**src/rtl/pkt_parser_pkg.sv**
```systemverilog
// Shared types and constants for the pkt_parser_n byte-stream framer.
package pkt_parser_pkg;

  localparam int DEF_DATA_W    = 8;
  localparam int DEF_PKT_BYTES = 3;
  localparam int DEF_SYNC_BIT  = 3;
  localparam int DEF_CNT_W     = 16;

  typedef enum logic [0:0] {
    SEARCH  = 1'b0,
    COLLECT = 1'b1
  } state_t;

  // Width needed to hold a byte count of 0..n.
  function automatic int cnt_width(input int n);
    return $clog2(n + 1);
  endfunction

endpackage

```
**src/rtl/pkt_parser_n_if.sv**
```systemverilog
// Stream-in / packet-out handshake bundle for pkt_parser_n.
interface pkt_parser_n_if #(
  parameter int DATA_W    = 8,
  parameter int PKT_BYTES = 3,
  parameter int CNT_W     = 16
);
  logic                        in_valid;
  logic [DATA_W-1:0]           in_data;
  logic                        out_ready;
  logic                        out_valid;
  logic [DATA_W*PKT_BYTES-1:0] out_bytes;
  logic                        overrun;
  logic                        chk_err;
  logic [CNT_W-1:0]            pkt_cnt;

  modport master (
    output in_valid, in_data, out_ready,
    input  out_valid, out_bytes, overrun, chk_err, pkt_cnt
  );

  modport slave (
    input  in_valid, in_data, out_ready,
    output out_valid, out_bytes, overrun, chk_err, pkt_cnt
  );
endinterface

```
**src/rtl/pkt_shift_reg.sv**
```systemverilog
// Packet assembly shift register with a running XOR of the bytes shifted in.
// o_next is the full packet word that results if i_d is shifted in this cycle.
module pkt_shift_reg #(
  parameter int DATA_W    = 8,
  parameter int PKT_BYTES = 3
) (
  input  logic                        i_clk,
  input  logic                        i_rst_n,
  input  logic                        i_load_first,
  input  logic                        i_shift,
  input  logic [DATA_W-1:0]           i_d,
  output logic [DATA_W*PKT_BYTES-1:0] o_next,
  output logic [DATA_W-1:0]           o_acc
);

  localparam int HOLD_W = DATA_W * (PKT_BYTES - 1);

  // The final byte is never stored: it completes the word straight from i_d,
  // so only the leading PKT_BYTES-1 bytes need holding.
  logic [HOLD_W-1:0] r_hold;
  logic [DATA_W-1:0] r_acc;

  always_ff @(posedge i_clk or negedge i_rst_n) begin
    if (!i_rst_n) begin
      r_hold <= '0;
      r_acc  <= '0;
    end else if (i_load_first) begin
      r_hold <= HOLD_W'(i_d);
      r_acc  <= i_d;
    end else if (i_shift) begin
      if (PKT_BYTES > 2) begin
        r_hold <= {r_hold[HOLD_W-DATA_W-1:0], i_d};
      end else begin
        r_hold <= HOLD_W'(i_d);
      end
      r_acc  <= r_acc ^ i_d;
    end
  end

  assign o_next = {r_hold, i_d};
  assign o_acc  = r_acc;

endmodule

```
**src/rtl/pkt_parser_n.sv**
```systemverilog
// Parametrised packet framer: hunts for a sync header, collects PKT_BYTES bytes,
// presents the packet with valid/ready. Optional XOR check via PKT_PARSER_CHECKSUM_EN.
//
// state   | meaning
// SEARCH  | waiting for a byte with the sync bit set
// COLLECT | header taken, gathering the remaining bytes
module pkt_parser_n
  import pkt_parser_pkg::*;
#(
  parameter int DATA_W    = DEF_DATA_W,
  parameter int PKT_BYTES = DEF_PKT_BYTES,
  parameter int SYNC_BIT  = DEF_SYNC_BIT,
  parameter int CNT_W     = DEF_CNT_W
) (
  input  logic         clk,
  input  logic         reset_n,
  pkt_parser_n_if.slave bus
);

  localparam int CW = cnt_width(PKT_BYTES);
  localparam logic [CW-1:0] LAST_CNT = CW'(PKT_BYTES - 1);

  state_t                      r_state;
  logic [CW-1:0]               r_cnt;
  logic                        r_out_valid;
  logic [DATA_W*PKT_BYTES-1:0] r_out_bytes;
  logic                        r_overrun;
  logic                        r_chk_err;
  logic [CNT_W-1:0]            r_pkt_cnt;

  logic                        w_hdr;
  logic                        w_shift;
  logic                        w_last;
  logic                        w_chk_ok;
  logic                        w_done;
  logic [DATA_W*PKT_BYTES-1:0] w_next;
  logic [DATA_W-1:0]           w_acc;

  assign w_hdr   = (r_state == SEARCH)  && bus.in_valid && bus.in_data[SYNC_BIT];
  assign w_shift = (r_state == COLLECT) && bus.in_valid;
  assign w_last  = w_shift && (r_cnt == LAST_CNT);

`ifdef PKT_PARSER_CHECKSUM_EN
  assign w_chk_ok = (bus.in_data == w_acc);
`else
  logic w_unused_acc;
  assign w_unused_acc = ^w_acc;
  assign w_chk_ok     = 1'b1;
`endif

  assign w_done = w_last && w_chk_ok;

  pkt_shift_reg #(
    .DATA_W    (DATA_W),
    .PKT_BYTES (PKT_BYTES)
  ) u_shift (
    .i_clk        (clk),
    .i_rst_n      (reset_n),
    .i_load_first (w_hdr),
    .i_shift      (w_shift),
    .i_d          (bus.in_data),
    .o_next       (w_next),
    .o_acc        (w_acc)
  );

  always_ff @(posedge clk or negedge reset_n) begin
    if (!reset_n) begin
      r_state     <= SEARCH;
      r_cnt       <= '0;
      r_out_valid <= 1'b0;
      r_out_bytes <= '0;
      r_overrun   <= 1'b0;
      r_chk_err   <= 1'b0;
      r_pkt_cnt   <= '0;
    end else begin
      r_overrun <= 1'b0;
      r_chk_err <= 1'b0;

      case (r_state)
        SEARCH: begin
          if (w_hdr) begin
            r_state <= COLLECT;
            r_cnt   <= CW'(1);
          end
        end
        COLLECT: begin
          if (w_last) begin
            r_state <= SEARCH;
            r_cnt   <= '0;
          end else if (w_shift) begin
            r_cnt <= r_cnt + CW'(1);
          end
        end
        default: begin
          r_state <= SEARCH;
          r_cnt   <= '0;
        end
      endcase

      // A completion wins over a same-edge consume: the new packet stays valid.
      if (w_done) begin
        r_out_bytes <= w_next;
        r_out_valid <= 1'b1;
        r_pkt_cnt   <= r_pkt_cnt + CNT_W'(1);
        r_overrun   <= r_out_valid && !bus.out_ready;
      end else if (r_out_valid && bus.out_ready) begin
        r_out_valid <= 1'b0;
      end

      if (w_last && !w_chk_ok) begin
        r_chk_err <= 1'b1;
      end
    end
  end

  assign bus.out_valid = r_out_valid;
  assign bus.out_bytes = r_out_bytes;
  assign bus.overrun   = r_overrun;
  assign bus.chk_err   = r_chk_err;
  assign bus.pkt_cnt   = r_pkt_cnt;

endmodule

```
**src/flat_wrapper.sv**
```systemverilog
// flat-port wrapper written by rule: the top's interface ports become plain ports
module pkt_parser_n_flat import pkt_parser_pkg::*;
#(
  parameter int DATA_W    = DEF_DATA_W,
  parameter int PKT_BYTES = DEF_PKT_BYTES,
  parameter int SYNC_BIT  = DEF_SYNC_BIT,
  parameter int CNT_W     = DEF_CNT_W
)
  (clk, reset_n, bus_in_valid, bus_in_data, bus_out_ready, bus_out_valid, bus_out_bytes, bus_overrun, bus_chk_err, bus_pkt_cnt);
  pkt_parser_n_if #(.DATA_W(DATA_W), .PKT_BYTES(PKT_BYTES), .CNT_W(CNT_W)) bus_i ();
  input  logic clk;
  input  logic reset_n;
  input wire logic [$bits(bus_i.in_valid)-1:0] bus_in_valid;
  input wire logic [$bits(bus_i.in_data)-1:0] bus_in_data;
  input wire logic [$bits(bus_i.out_ready)-1:0] bus_out_ready;
  output wire logic [$bits(bus_i.out_valid)-1:0] bus_out_valid;
  output wire logic [$bits(bus_i.out_bytes)-1:0] bus_out_bytes;
  output wire logic [$bits(bus_i.overrun)-1:0] bus_overrun;
  output wire logic [$bits(bus_i.chk_err)-1:0] bus_chk_err;
  output wire logic [$bits(bus_i.pkt_cnt)-1:0] bus_pkt_cnt;
  assign bus_i.in_valid = bus_in_valid;
  assign bus_i.in_data = bus_in_data;
  assign bus_i.out_ready = bus_out_ready;
  assign bus_out_valid = bus_i.out_valid;
  assign bus_out_bytes = bus_i.out_bytes;
  assign bus_overrun = bus_i.overrun;
  assign bus_chk_err = bus_i.chk_err;
  assign bus_pkt_cnt = bus_i.pkt_cnt;
  pkt_parser_n #(.DATA_W(DATA_W), .PKT_BYTES(PKT_BYTES), .SYNC_BIT(SYNC_BIT), .CNT_W(CNT_W)) u_core (.clk(clk), .reset_n(reset_n), .bus(bus_i));
endmodule
```
**config.mk**
```make
export PLATFORM = sky130hd
export DESIGN_NAME = pkt_parser_n_flat
export DESIGN_NICKNAME = d
export VERILOG_FILES = /design/src/rtl/pkt_parser_pkg.sv /design/src/rtl/pkt_parser_n_if.sv /design/src/rtl/pkt_shift_reg.sv /design/src/rtl/pkt_parser_n.sv /design/src/flat_wrapper.sv
export SDC_FILE = /design/constraint.sdc
export NUM_CORES = 1
export LEC_CHECK = 0
export BUFFER_PORTS_ARGS = -buffer_cell sky130_fd_sc_hd__buf_2
export CORE_ASPECT_RATIO = 1.1
export CORE_UTILIZATION = 50
export CTS_CLUSTER_SIZE = 28
export DETAILED_ROUTE_END_ITERATION = 16
export PLACE_DENSITY_LB_ADDON = 0.2
export SETUP_SLACK_MARGIN = 0.1
export SLEW_MARGIN = 25
export SYNTH_ARGS = -nofsm -noshare
export SYNTH_HDL_FRONTEND = slang
export SYNTH_HIERARCHICAL = 1
export SYNTH_SLANG_ARGS = --single-unit
```
**constraint.sdc**
```tcl
create_clock -name clk -period 2.3 [get_ports clk]
set_clock_uncertainty 0.1 [all_clocks]
set_input_delay 0.23 -clock clk [delete_from_list [all_inputs] [get_ports clk]]
set_output_delay 0.23 -clock clk [all_outputs]
set_load 0.03 [all_outputs]
```
==> results.toml <==
[finish]
final_common_cell = "nand2_1"
drive_gt1_frac = 0.285
syn2layout_area_growth_pct = 21.8
antennaDiodeCount = 0
num-fill-cells = 387
fin_nets = 306
stdcell_count = 354
mostFrequentLayoutCells = "84 x nand2_1, 61 x dfrtp_1, 53 x buf_2"

[die]
rows = 26
initial_core_util = 0.533
dieArea_sq_mm = 0.00535
dieHeight_microns = 76.6
coreArea_sq_mm = 0.00475
die_x_microns = 69.9
num_io_pins = 55

[run]
cap_viol_max_count = 0

[worst_hold_path]
min_to = "u_core/bus.out_bytes[7]"
holdCritStartpoint = "bus_in_data[7]"
hold_path.class = "input port to flip-flop"
worstHoldPathCells = 3

[place]
place_congestion = 0.747
dpl.cell_count = 333
dp_hpwl_microns = 3180
portBuffers = 53

[worst_setup_path]
crit_arrival_ns = 1.88
startpoint_type = "flip-flop"
r2r_start = "u_core/bus.pkt_cnt[0]"
ff2ff_path_depth = 5
cp_max_fo = 6
cp_slowest_cell = "or4_4"
timing.rr.end = "u_core/bus.pkt_cnt[14]"
end_kind = "flip-flop"
cp.required_ns = 2.45
critPathMaxStageDelay_ns = 0.56
ff2ff_setup_slack_ns = 0.56
crit_type = "flip-flop to flip-flop"
path_cells = "ha_1, inv_1, or4_4, nor2_2, xor2_1"

[grt]
grt_overflow = 0
grt_max_degree = 36
first_global_vias = 1824
antenna_found_initial = 0
grt_use_total = 0.200
grt_pass1_wl_microns = 8290

[power_and_ir_drop]
power.density_mw_per_mm2 = 1340
power_mw = 4.14
ir_worst_vdd_mv = 0.820
p_leak_nw = 1.65

[drt]
drc = 0
wl_microns = 4690
wl_per_cell_microns = 13.2
dr.pass1.iters = 4
drt_iter0_drc = 73
antenna_left = 0
dr_total_vias = 1766
vias_per_cell = 4.99

[sta]
setup_tns_ns = 0
hold_viol_final = 0
clock.fmax_mhz = 576
max_slew_margin = 0.592
period_minus_slack_ns = 1.74
worst_pin_slew_ns = 0.612
holdWs_ns = 0.0184
rsz0062_at_grt = "false"
fin_crit_sh = 0.755
setup_viol = 0
final_max_slew_viol_count = 0

[clock_tree]
cts.repair.resized = 0
hold_buffers = 5
cts_tree = "built"
cts_buffers = 9
root_buffer = "clkbuf_8"
clkSlewWorstSetupHoldPaths_ns = 0.06
clkLatencyLatePin_ns = 0.33
clk_path_buf_depth = 2
htreeDepth = 3
clock_sinks = 61
post-cts-setup-buffers = 0

[yosys]
syn_nets = 252
synthCells = 239
yosys_warnings = 6
avgSynthCellArea_sq_um = 10.6
synthesis.area_sq_mm = 0.00253

[run_status]
status = "finished, final reports clean"
-- state kept, by name, summed over array words and instances, names as in the netlist --
register and cells:
u_core/r_state 1, u_core/bus.out_bytes 24, u_core/bus.out_valid 1, u_core/r_cnt 2, u_core/bus.overrun 1, u_core/u_shift/r_hold 16
u_core/bus.pkt_cnt 16
-- worst max-delay path, delay by kind of cell, from the launching register on --
| family | cells | cell delay, ns |
|---|---|---|
| adders and majority gates | 1 | 0.22 |
| buffers and inverters | 1 | 0.05 |
| and+or+nand+nor | 2 | 0.68 |
| xor gates and xnor gates | 1 | 0.16 |
| DFF | 1 | 0.45 |
-- worst max-delay path by stage --
stage	from	endpoint	slack, ns	cells past startpoint
after floorplan	u_core/bus.pkt_cnt[0]	u_core/bus.pkt_cnt[14]	0.49	5
after global placement	u_core/r_state	u_core/u_shift/r_hold[4]	0.57	3
after detailed placement	u_core/r_state	u_core/u_shift/r_hold[6]	0.57	3
after CTS	u_core/r_state	u_core/u_shift/r_hold[6]	0.56	3
after global routing	u_core/r_state	u_core/u_shift/r_hold[4]	0.45	3
final	u_core/bus.pkt_cnt[0]	u_core/bus.pkt_cnt[14]	0.56	5
-- per-layer routing --
metal | global-route usage | part of all wire | vias to the layer above
met5 | 0 | 0 | -
met4 | 0.0780 | 0.015 | 0
met3 | 0.0714 | 0.047 | 8
met2 | 0.320 | 0.46 | 45
met1 | 0.247 | 0.47 | 850
li1 | - | - | 863
-- final cells by class --
cell class	count	area, sq um	share of cell area
inverters	3	11.3	0.00365
clock buffers	13	169	0.0547
well taps	56	70.1	0.0227
multi-input cells	156	861	0.279
flip-flops and latches	61	1530	0.495
repair buffers	62	358	0.116
clock inverters	3	90.1	0.0292
-- power breakdown --
group	internal, mW	switching [mW]
registers	1.44	0.252
clock network	0.809	0.386
logic	0.432	0.812
-- stage by stage --
step,util,instance area (sq um),setup slack (ns)
after floorplan,-,2530,0.488
after global placement,0.585,2780,0.570
after detailed placement,0.585,2780,0.570
after CTS,0.650,3090,0.562
after global routing,0.650,3090,0.446
final,0.650,3090,0.564
Power figures use the tool's default switching activity.
